===== config.mk =====
export PLATFORM = sky130hd
export DESIGN_NAME = bit_serial_subtractor_flat
export DESIGN_NICKNAME = d
export VERILOG_FILES = /design/src/rtl/bit_serial_subtractor_if.sv /design/src/rtl/bit_serial_subtractor.sv /design/src/flat_wrapper.sv
export SDC_FILE = /design/constraint.sdc
export NUM_CORES = 1
export LEC_CHECK = 0
export ABC_AREA = 1
export CAP_MARGIN = 20
export CORE_MARGIN = 10
export CORE_UTILIZATION = 35
export DETAILED_ROUTE_END_ITERATION = 10
export MAX_ROUTING_LAYER = met4
export PLACE_DENSITY = 0.59
export SKIP_LAST_GASP = 1
export SLEW_MARGIN = 20
export SYNTH_ARGS = -nofsm -noshare
export SYNTH_HDL_FRONTEND = slang
export SYNTH_SLANG_ARGS = --single-unit

===== constraint.sdc =====
create_clock -name clk -period 1.1 [get_ports clk]
set_input_delay 0.275 -clock clk [delete_from_list [all_inputs] [get_ports clk]]
set_output_delay 0.275 -clock clk [all_outputs]
set_load 0.05 [all_outputs]

===== src/rtl/bit_serial_subtractor_if.sv =====
// -----------------------------------------------------------------------------
// bit_serial_subtractor_if
// Groups the request and result signals of the bit-serial subtractor.
//   start : request to begin one subtraction (sampled on clk)
//   a, b  : N-bit unsigned minuend and subtrahend
//   bi    : borrow-in
//   busy  : operation in progress
//   done  : one-cycle pulse marking a valid result
//   d, bo : N-bit difference and borrow-out
// master : the requester (drives start/a/b/bi)
// slave  : the subtractor (drives busy/done/d/bo)
// -----------------------------------------------------------------------------
interface bit_serial_subtractor_if #(
    parameter int N = 10
);
    logic         start;
    logic [N-1:0] a;
    logic [N-1:0] b;
    logic         bi;
    logic         busy;
    logic         done;
    logic [N-1:0] d;
    logic         bo;

    modport master (
        output start, a, b, bi,
        input  busy, done, d, bo
    );

    modport slave (
        input  start, a, b, bi,
        output busy, done, d, bo
    );
endinterface


===== src/rtl/bit_serial_subtractor.sv =====
// -----------------------------------------------------------------------------
// bit_serial_subtractor
// Computes d = (a - b - bi) mod 2^N and bo = (a < b + bi) one bit per clock,
// LSB first. A start seen in IDLE captures the operands; N RUN cycles follow,
// then a single DONE cycle in which done pulses.
// Ports:
//   clk   : system clock, rising edge
//   rst_n : asynchronous active-low reset
//   bus   : bit_serial_subtractor_if.slave (start/a/b/bi in, busy/done/d/bo out)
// -----------------------------------------------------------------------------
module bit_serial_subtractor #(
    parameter int N = 10
) (
    input  logic                     clk,
    input  logic                     rst_n,
    bit_serial_subtractor_if.slave   bus
);
    localparam int CW = $clog2(N + 1);

    typedef enum logic [1:0] {
        IDLE = 2'd0,
        RUN  = 2'd1,
        DONE = 2'd2
    } state_t;

    // Single-bit full-subtractor difference.
    function automatic logic diff_bit(input logic x, input logic y, input logic br);
        return x ^ y ^ br;
    endfunction

    // Single-bit full-subtractor borrow.
    function automatic logic borrow_bit(input logic x, input logic y, input logic br);
        return (~x & (y | br)) | (y & br & x);
    endfunction

    state_t          state_r;
    state_t          state_s;
    logic            capture_s;
    logic            step_s;
    logic            last_s;

    logic [N-1:0]    a_sr_r;
    logic [N-1:0]    b_sr_r;
    logic            br_r;
    logic [CW-1:0]   cnt_r;
    logic [N-1:0]    res_r;
    logic            bo_r;
    logic            busy_r;
    logic            done_r;

    logic            diff_s;
    logic            borrow_s;
    logic [N-1:0]    res_shift_s;

    assign diff_s   = diff_bit(a_sr_r[0], b_sr_r[0], br_r);
    assign borrow_s = borrow_bit(a_sr_r[0], b_sr_r[0], br_r);

    // Each new diff bit enters at the MSB so bit 0 lands at the LSB after N steps.
    generate
        if (N == 1) begin : g_res_one
            assign res_shift_s = diff_s;
        end else begin : g_res_many
            assign res_shift_s = {diff_s, res_r[N-1:1]};
        end
    endgenerate

    // FSM state register.
    always_ff @(posedge clk or negedge rst_n) begin
        if (!rst_n) begin
            state_r <= IDLE;
        end else begin
            state_r <= state_s;
        end
    end

    // Next-state and datapath control decode.
    always_comb begin
        state_s   = state_r;
        capture_s = 1'b0;
        step_s    = 1'b0;
        last_s    = 1'b0;
        case (state_r)
            IDLE: begin
                if (bus.start) begin
                    state_s   = RUN;
                    capture_s = 1'b1;
                end else begin
                    state_s = IDLE;
                end
            end
            RUN: begin
                step_s = 1'b1;
                if (cnt_r == CW'(N - 1)) begin
                    last_s  = 1'b1;
                    state_s = DONE;
                end else begin
                    state_s = RUN;
                end
            end
            DONE: begin
                state_s = IDLE;
            end
            default: begin
                state_s = IDLE;
            end
        endcase
    end

    // Operand capture, serial subtraction and registered status outputs.
    always_ff @(posedge clk or negedge rst_n) begin
        if (!rst_n) begin
            a_sr_r <= {N{1'b0}};
            b_sr_r <= {N{1'b0}};
            br_r   <= 1'b0;
            cnt_r  <= {CW{1'b0}};
            res_r  <= {N{1'b0}};
            bo_r   <= 1'b0;
            busy_r <= 1'b0;
            done_r <= 1'b0;
        end else begin
            if (capture_s) begin
                a_sr_r <= bus.a;
                b_sr_r <= bus.b;
                br_r   <= bus.bi;
                cnt_r  <= {CW{1'b0}};
            end else if (step_s) begin
                a_sr_r <= a_sr_r >> 1'b1;
                b_sr_r <= b_sr_r >> 1'b1;
                br_r   <= borrow_s;
                cnt_r  <= cnt_r + CW'(1);
                res_r  <= res_shift_s;
                // bo only moves on the final bit so it holds through IDLE.
                if (last_s) begin
                    bo_r <= borrow_s;
                end else begin
                    bo_r <= bo_r;
                end
            end else begin
                cnt_r <= cnt_r;
            end
            // Status outputs mirror the state being entered, so they are registered.
            busy_r <= (state_s != IDLE);
            done_r <= (state_s == DONE);
        end
    end

    assign bus.busy = busy_r;
    assign bus.done = done_r;
    assign bus.d    = res_r;
    assign bus.bo   = bo_r;
endmodule


===== src/flat_wrapper.sv =====
// flat-port wrapper written by rule: the top's interface ports become plain ports
module bit_serial_subtractor_flat 
#(
    parameter int N = 10
)
  (clk, rst_n, bus_start, bus_a, bus_b, bus_bi, bus_busy, bus_done, bus_d, bus_bo);
  bit_serial_subtractor_if #(.N(N)) bus_i ();
  input  logic clk;
  input  logic rst_n;
  input wire logic [$bits(bus_i.start)-1:0] bus_start;
  input wire logic [$bits(bus_i.a)-1:0] bus_a;
  input wire logic [$bits(bus_i.b)-1:0] bus_b;
  input wire logic [$bits(bus_i.bi)-1:0] bus_bi;
  output wire logic [$bits(bus_i.busy)-1:0] bus_busy;
  output wire logic [$bits(bus_i.done)-1:0] bus_done;
  output wire logic [$bits(bus_i.d)-1:0] bus_d;
  output wire logic [$bits(bus_i.bo)-1:0] bus_bo;
  assign bus_i.start = bus_start;
  assign bus_i.a = bus_a;
  assign bus_i.b = bus_b;
  assign bus_i.bi = bus_bi;
  assign bus_busy = bus_i.busy;
  assign bus_done = bus_i.done;
  assign bus_d = bus_i.d;
  assign bus_bo = bus_i.bo;
  bit_serial_subtractor #(.N(N)) u_core (.clk(clk), .rst_n(rst_n), .bus(bus_i));
endmodule

### After elaboration in Yosys (flattened, before gate mapping)

Index checks and enable logic that the tools add are counted.

| storage, ports and cells | value |
|---|---|
| word-level logic and storage cells | 43 |
| RAM bits | 0 |
| memories | 0 |
| output and inout bits | 13 |
| bits in read-only memories | 0 |
| register bits | 40 |
| bits of input ports | 24 |
| bits in latches | 0 |

| cells by class | value |
|---|---|
| equal/unequal tests | 3 |
| bitwise logic cells | 9 |
| reductions and logical operators | 5 |
| multiply operators | 0 |
| add/sub/neg operators | 1 |
| div/mod/pow operators | 0 |
| mux-type cells | 16 |
| magnitude comparators | 0 |
| shift operators | 0 |

Operator list:

| operator | count |
|---|---|
| 10-bit two-way mux | 4 |
| 1-bit two-way mux | 8 |
| 4-bit two-way mux | 2 |
| 4-bit by 1-bit adder with 4-bit output, second input constant | 1 |
| 4-bit equality test, second input constant | 1 |
| 2-bit one-hot mux with 2 select lines | 1 |
| 2-bit nonzero test | 2 |
| 1-bit AND | 3 |
| 3-bit AND reduction | 1 |
| 2-bit by 1-bit equality test with 1-bit output, second input constant | 1 |
| 2-bit equality test, second input constant | 1 |
| 2-bit logical NOT | 1 |
| 2-bit two-way mux | 1 |
| 1-bit NOT | 2 |
| 1-bit OR | 2 |
| 2-bit AND reduction | 1 |
| 1-bit XOR | 2 |

### Depth between registers and ports, before layout

Gate-level depths: netlist of the first run.

| logic depth | value |
|---|---|
| depth in word-level cells | 5 |
| depth in mapped cells | 8 |
| gate-level depth less buffers | 8 |

### Worst setup path before layout of the first run

OpenSTA, ideal clock, no wires.

| timing | value |
|---|---|
| kind | register to register |
| start | reg u_core.state_r[1] |
| end | reg u_core.a_sr_r[8] |
| setup slack | 0.077 ns |
| buffers on the path | 1 |
| clock period less this slack | 1.023 ns |
| setup time | 0.087 ns |
| required time | 1.013 ns |
| stages on the path, launching flop included | 7 |
| arrival time | 0.936 ns |
| path through | dfrtp_1 -> inv_1 -> nand2_1 -> nor2_1 -> buf_2 -> nand2_1 -> o211ai_1 |

| on the way | value |
|---|---|
| cells in the longest elaborated chain, start to end | 3 |
| elaborated cells on any way between the ends | 6 |
| those cells by class | eq/ne: 1; mux: 3; reduce/logical: 2 |

RTL lines:

| what | line | RTL |
|---|---|---|
| from (decl) | bit_serial_subtractor.sv:36 | `state_t state_r;` |
| from (signal assigned) | bit_serial_subtractor.sv:72 | `state_r <= state_s;` |
| 2-bit by 1-bit equality test with 1-bit output or 2-bit logical NOT (tied branches) | bit_serial_subtractor.sv:82 | `case (state_r)` |
| 1-bit two-way mux | bit_serial_subtractor.sv:82 |  |
| 2-bit nonzero test (no source line) or 10-bit two-way mux (tied branches) | n/a |  |
| to (signal assigned) | bit_serial_subtractor.sv:112 | `a_sr_r <= {N{1'b0}};` |
| to (signal assigned) | bit_serial_subtractor.sv:122 | `a_sr_r <= bus.a;` |
| to (signal assigned) | bit_serial_subtractor.sv:127 | `a_sr_r <= a_sr_r >> 1'b1;` |
| to (decl) | bit_serial_subtractor.sv:42 | `logic [N-1:0] a_sr_r;` |

Several ways; a longest one is shown, not always the timed one.
A chain may end at the register's enable or synchronous reset.

### Worst setup path after layout of the first run

| timing | value |
|---|---|
| start | reg u_core.state_r[1] |
| end | reg u_core.b_sr_r[8] |

| on the way | value |
|---|---|
| cells in the longest elaborated chain, start to end | 3 |
| elaborated cells on any way between the ends | 6 |
| those cells by class | eq/ne: 1; mux: 3; reduce/logical: 2 |

RTL lines:

| what | line | RTL |
|---|---|---|
| 2-bit by 1-bit equality test with 1-bit output or 2-bit logical NOT (tied branches) | bit_serial_subtractor.sv:82 |  |
| 1-bit two-way mux | bit_serial_subtractor.sv:82 |  |
| 2-bit nonzero test (no source line) or 10-bit two-way mux (tied branches) | n/a |  |
| to (signal assigned) | bit_serial_subtractor.sv:113 | `b_sr_r <= {N{1'b0}};` |
| to (signal assigned) | bit_serial_subtractor.sv:123 | `b_sr_r <= bus.b;` |
| to (signal assigned) | bit_serial_subtractor.sv:128 | `b_sr_r <= b_sr_r >> 1'b1;` |
| to (decl) | bit_serial_subtractor.sv:43 | `logic [N-1:0] b_sr_r;` |

Several ways; a longest one is shown, not always the timed one.

==> results.md, run 1 <==
- CP Class: register to register
- Detail Placement HPWL: slightly below 3 mm
- Slew Limit Fails: 0
- Post-Route WL: roughly 4.5 mm
- Seq pwr share: 0.334
- Layout cells sized above 1: 0.339
- Number of flops mapped to enable cells by yosys: 0
- Worst Path Max Fanout: 5
- Pin count of the biggest net entering global routing: 16
- Crit path to: u_core.b_sr_r[8]$_DFFE_PN0P_
- Fin cells: 338
- First-pass GRT wire length: between 7 and 8 mm
- Switching power of the nets: between 3 and 4 mW
- CTS root buffer: clkbuf_8
- Vias in the first global route: 1564
- Failing checks: setup timing
- Pwr/cell area: between 2000 and 3000 nW/um^2
- Cell leakage power: 1.39 nW
- I/O pin total: 37
- CTS buffer count: 5
- Fmax: 850 MHz
- Initial DRC Count: slightly below 90
- Initial cell density of the core: 0.365
- Final worst-path cycle share: 1.07
- Post-synth top area cell: dfrtp_1
- Core ar.: around 4800 um^2
- Worst VDD drop: ~0.0015 V
- Hold slack: ~0.43 ns
- Worst R2R Start: u_core.state_r[1]$_DFF_PN0_
- Worst Hold Class: primary input to asynchronous set/reset pin
- Total of max-cap violations: 0
- Outcome: complete, but fails checks
- Die span in y: approximately 90 um
- Later-pin clock latency in the skew report: 0.28 ns
- Mapped Cells: between 200 and 250
- Post-place setup slack: -0.351 ns
- Total iterations of the first detailed-routing run: 4
- Reg-to-Reg End: u_core.b_sr_r[8]$_DFFE_PN0P_
- # nets final: ~300
- Critical Path Source: u_core.state_r[1]$_DFF_PN0_
- # rows: 25
- Reg2Reg Depth: 6
- Total inserted antenna cells: 0
- Yosys top cell area share: 0.577
- Die area: around 8000 um^2
- CP arrival: ~1.4 ns
- CP Launch Type: register
- GPL Wtd Cong: 0.768
- Most common cell in the netlist: nand2_1
- Gr usage total: 0.114
- Die width: 90.4 um
- I/O Buffers: 36
- Relative slew slack: 0.762
- Final hold vios: 0
- Clock-pin slew on the worst setup and hold paths: 0.07 ns
- Net switching share of the total power: 0.404
- R2R Setup Slk: -0.08 ns
- Post-route setup slack: -0.0759 ns
- Clock network power share: 0.127
- Internal: approximately 4.6 mW
- Seq cells post-synth: 40
- Setup Viol. Count Final: 36
- # DRC: 0
- Count of cell types in the netlist: 16
- Synth top cells by count: nand2_1, nand3_1, dfrtp_1
- Syn avg cell area: between 8 and 9 um^2
- CP Capture Type: register
- CTS tree: yes
- Avg WL per Cell: roughly 13 um
- CTS HTree Levels: 2
- Setup TNS: -1.06 ns
- Area Growth Syn to Fin: 64.0%
- Combinational share of power: 0.540
- Seq/Total Area, Yosys: 0.577
- Ys Warns: 0
- Overflow after GRT: 0
- Initial antenna violation count: 0
- Async S/R FF share, synth: 1.00
- Total power: between 7 and 8 mW
- ANT nets after route: 0
- Synth Flop Type: dfrtp_1
- Clk sinks: 40
- Final min period: ~1.2 ns
- Max clock buf depth: 2
- Mapped Area: between 1500 and 2000 um^2
- Largest cells by area after synthesis: dfrtp_1, nand2_1, nand3_1
- Synth Net Count: 230
- Clk_skew: between 0.006 and 0.007 ns
- Worst EP required: around 1.3 ns
- Routed vias: about 1600
- Placed Instances: 311
- Routed vias/inst: approximately 4.8
- Worst slew pin tran: between 0.3 and 0.4 ns
- RSZ-0062 raised after global routing: true
## flip-flops by register name, summed over array words and instances (netlist names), 2 cells and up
| signal | flops |
|---|---|
| u_core.state_r | 2 |
| u_core.cnt_r | 4 |
| u_core.bus.d | 10 |
| u_core.a_sr_r | 10 |
| u_core.b_sr_r | 10 |
## critical path, stage by stage (launching register included)
cell and delay, ns:
dfrtp_1 0.39, inv_2 0.11, nand2_4 0.08, nor2_4 0.21
buf_6 0.16, nand2_2 0.05, o211ai_1 0.08
## per-stage QoR
stage,utilization,instance area (um^2)
after floorplan,-,1730
after global placement,0.506,2410
after detailed placement,0.506,2410
after CTS,0.567,2690
after global routing,0.598,2840
final,0.598,2840
## final cells by class
cell class	instances	area, um^2
Multi-Input combinational cell	138	773
Sequential cell	40	1000
Fill cell	415	1910
Timing Repair Buffer	69	835
Clock buffer	8	90.1
Tap cell	67	83.8
Inverter	16	60.1
## cells by family (layout without fill, tap and decap cells)
kind of cell | after synthesis | count (layout) | synth area share
AOI/OAI and AO/OA | 18 | 18 | 0.0555
adders and majority gates | 2 | 2 | 0.0144
buffers and inverters | 26 | 93 | 0.0649
DFF | 40 | 40 | 0.577
and+or+nand+nor | 118 | 118 | 0.288
## cells in the final DEF, fill, tap and decap left out, drive strengths merged
cell and count:
nor2 6, dfrtp 40, dlygate4sd2 1, a21oi 1
o22ai 1, o21ai 14, nand3 41, o211ai 2
nand2 71, clkdlybuf4s50 21, clkbuf 8, ha 2
buf 46, inv 16, dlygate4sd3 1
## power by group through the flow
stage | sequential, mW | combinational [mW] | clock (mW)
6_report | 2.58 | 4.18 | 0.980
5_1_grt | 2.65 | 4.58 | 1.06
4_1_cts | 2.56 | 3.90 | 1.00
3_5_place_dp | 2.56 | 3.44 | 0
3_3_place_gp | 2.56 | 3.40 | 0
2_1_floorplan | 3.06 | 1.33 | 0
## how the worst min path moves through the flow
stage,startpoint,to,slack (ns),cells after the start
after CTS,rst_n,u_core.a_sr_r[6]$_DFFE_PN0P_,0.43,2
after global routing,rst_n,u_core.a_sr_r[9]$_DFFE_PN0P_,0.46,2
after detailed placement,rst_n,u_core.a_sr_r[6]$_DFFE_PN0P_,0.21,1
after floorplan,rst_n,u_core.a_sr_r[0]$_DFFE_PN0P_,-0.02,0
after global placement,rst_n,u_core.a_sr_r[6]$_DFFE_PN0P_,0.21,1
final,rst_n,u_core.a_sr_r[6]$_DFFE_PN0P_,0.43,2
## what timing repair did
item,in CTS,in global routing
setup endpoints to repair,45,50
endpoints found under the hold margin,11,0
gates resized for setup,23,39
hold buffers,1,0
pin swaps,4,5
cloned,3,1
setup buffers,10,4
## per-layer routing
| metal | up-vias | global-route usage | routed length [um] |
|---|---|---|---|
| met3 | 4 | 0.0233 | 154 |
| met5 | - | - | 0 |
| met1 | 774 | 0.141 | 2050 |
| li1 | 789 | - | - |
| met4 | 0 | 0.0411 | 51 |
| met2 | 45 | 0.179 | 2260 |
Note: power is estimated with default switching activity, not from simulation.
==> run 2, diff against run 1 <==
- CORE_UTILIZATION: 35 -> 45
- CTS_BUF_LIST: not set -> sky130_fd_sc_hd__clkbuf_16
- PLACE_DENSITY: 0.59 -> 0.73
==> results.md, run 2 (synthesis results as in run 1) <==
- Clk_skew: a little under 0.004 ns
- Final min period: 1.14 ns
- I/O Buffers: 36
- Routed vias/inst: just under 5
- Pwr/cell area: around 3000 nW/um^2
- Filler Cells Inserted: between 200 and 300
- Total of max-cap violations: 0
- Post-place setup slack: -0.317 ns
- Detail Placement HPWL: 2.83 mm
- Avg WL per Cell: 14.2 um
- GPL Wtd Cong: around 0.80
- Most frequent cells in the layout: nand2_1, dfrtp_1, nand3_1, clkdlybuf4s50_1, buf_12
- Fmax: slightly below 900 MHz
- CP arrival: between 0.8 and 0.9 ns
- Clock-pin slew on the worst setup and hold paths: approximately 0.060 ns
- Pin count of the biggest net entering global routing: 41
- I/O pin total: 37
- Setup TNS: -0.330 ns
- CTS HTree Levels: 2
- Post-Route WL: about 4.4 mm
- Final hold vios: 0
- Buf/Inv on CP: 1
- Cell leakage power: ~1.3 nW
- Critical Path, Cell by Cell: buf_12
- # nets final: around 290
- Die area: just under 7000 um^2
- RSZ-0062 raised after global routing: true
- Slew Limit Fails: 0
- Outcome: complete, but fails checks
- Post-place instance area: 2350 um^2
- Final worst-path cycle share: 1.03
- Worst path slowest cell: dfrtp_1
- Initial DRC Count: 110
- Die span in y: approximately 80 um
- Later-pin clock latency in the skew report: 0.28 ns
- Max clock buf depth: 2
- Core ar.: between 3000 and 4000 um^2
- # rows: 22
- Setup Viol. Count Final: 16
- Area Growth Syn to Fin: 56.5%
- Initial antenna violation count: 0
- Total inserted antenna cells: 0
- Relative slew slack: 0.862
- ANT nets after route: 0
- CP Capture Type: primary output
- CTS tree: yes
- CP top delay family: flip-flops
- Fin area: around 2700 um^2
- Worst slew pin tran: 0.204 ns
- CTS root buffer: clkbuf_16
- # DRC: 0
- Failing checks: setup timing
- CP Class: register to primary output
- Overflow after GRT: 0
- Routed vias: ~1500
- Total iterations of the first detailed-routing run: 4
- CTS buffer count: 5
- Layout cells sized above 1: 0.257
- Most common cell after layout, fill and taps aside: nand2_1
- Initial cell density of the core: 0.470
- Gr usage total: 0.144
- Worst Hold Class: register to register
- Die width: roughly 82 um
- Worst VDD drop: 0.00239 V
- Vias in the first global route: approximately 1600
- Post-route setup slack: -0.0377 ns
- Worst EP required: 0.82 ns
- Max incr delay on CP: roughly 0.42 ns
- Worst Path Max Fanout: 2
- CP Launch Type: register
- Clk sinks: 40
- First-pass GRT wire length: 7.25 mm
## run 2: through the flow
stage | utilization | power, mW | std cells | hold WS, ns
detailed placement | 0.636 | 6.05 | 289 | 0.265
global placement | 0.636 | 5.97 | 289 | 0.256
global route | 0.736 | 8.48 | 309 | 0.519
finish | 0.736 | 7.99 | 309 | 0.493
floorplan | - | 4.39 | 204 | -0.0206
CTS | 0.701 | 7.69 | 305 | 0.498
## run 2: final timing paths
path | start | endpoint | slack [ns] | cells after the start
hold / removal | u_core.a_sr_r[7]$_DFFE_PN0P_ | u_core.a_sr_r[6]$_DFFE_PN0P_ | 0.49 | 2
min in group asynchronous | rst_n | u_core.cnt_r[2]$_DFFE_PN0P_ | 0.50 | 3
max in group asynchronous | rst_n | u_core.state_r[0]$_DFF_PN0_ | 0.39 | 3
setup reg to reg | u_core.state_r[0]$_DFF_PN0_ | u_core.cnt_r[0]$_DFFE_PN0P_ | -0.03 | 6
setup / recovery | u_core.bus.d[5]$_DFFE_PN0P_ | bus_d[5] | -0.04 | 1
hold reg to reg | u_core.a_sr_r[7]$_DFFE_PN0P_ | u_core.a_sr_r[6]$_DFFE_PN0P_ | 0.49 | 2
## run 2: report_power, final
part           leakage (nW)  internal [mW]  switching [mW]  total, mW
clock network        0.0710          0.822           0.540       1.36
registers             0.507           2.07           0.489       2.56
logic                 0.739           1.97            2.10       4.07
## run 2: metal layers
| metal | vias up | track usage | wire, um |
|---|---|---|---|
| met1 | 716 | 0.167 | 1890 |
| met4 | 0 | 0.0459 | 34 |
| met2 | 46 | 0.216 | 2090 |
| li1 | 770 | - | - |
| met5 | - | - | 0 |
| met3 | 4 | 0.0699 | 358 |
## run 2: repair_timing
item,CTS,global route
cloned,1,1
setup buffers,6,3
hold buffers,1,0
endpoints found under the setup margin,39,49
resized for setup,13,28
hold endpoints to repair,40,0
pin swaps,0,1
## run 2: final cells by class
class | count | area, um^2 | share of cell area
Clock buffer | 5 | 125 | 0.0461
Timing Repair Buffer | 59 | 751 | 0.277
Tap cell | 48 | 60.1 | 0.0221
Sequential cell | 40 | 1000 | 0.369
Inverter | 16 | 60.1 | 0.0221
Multi-Input combinational cell | 138 | 702 | 0.259
Clock inverter | 3 | 13.8 | 0.00507
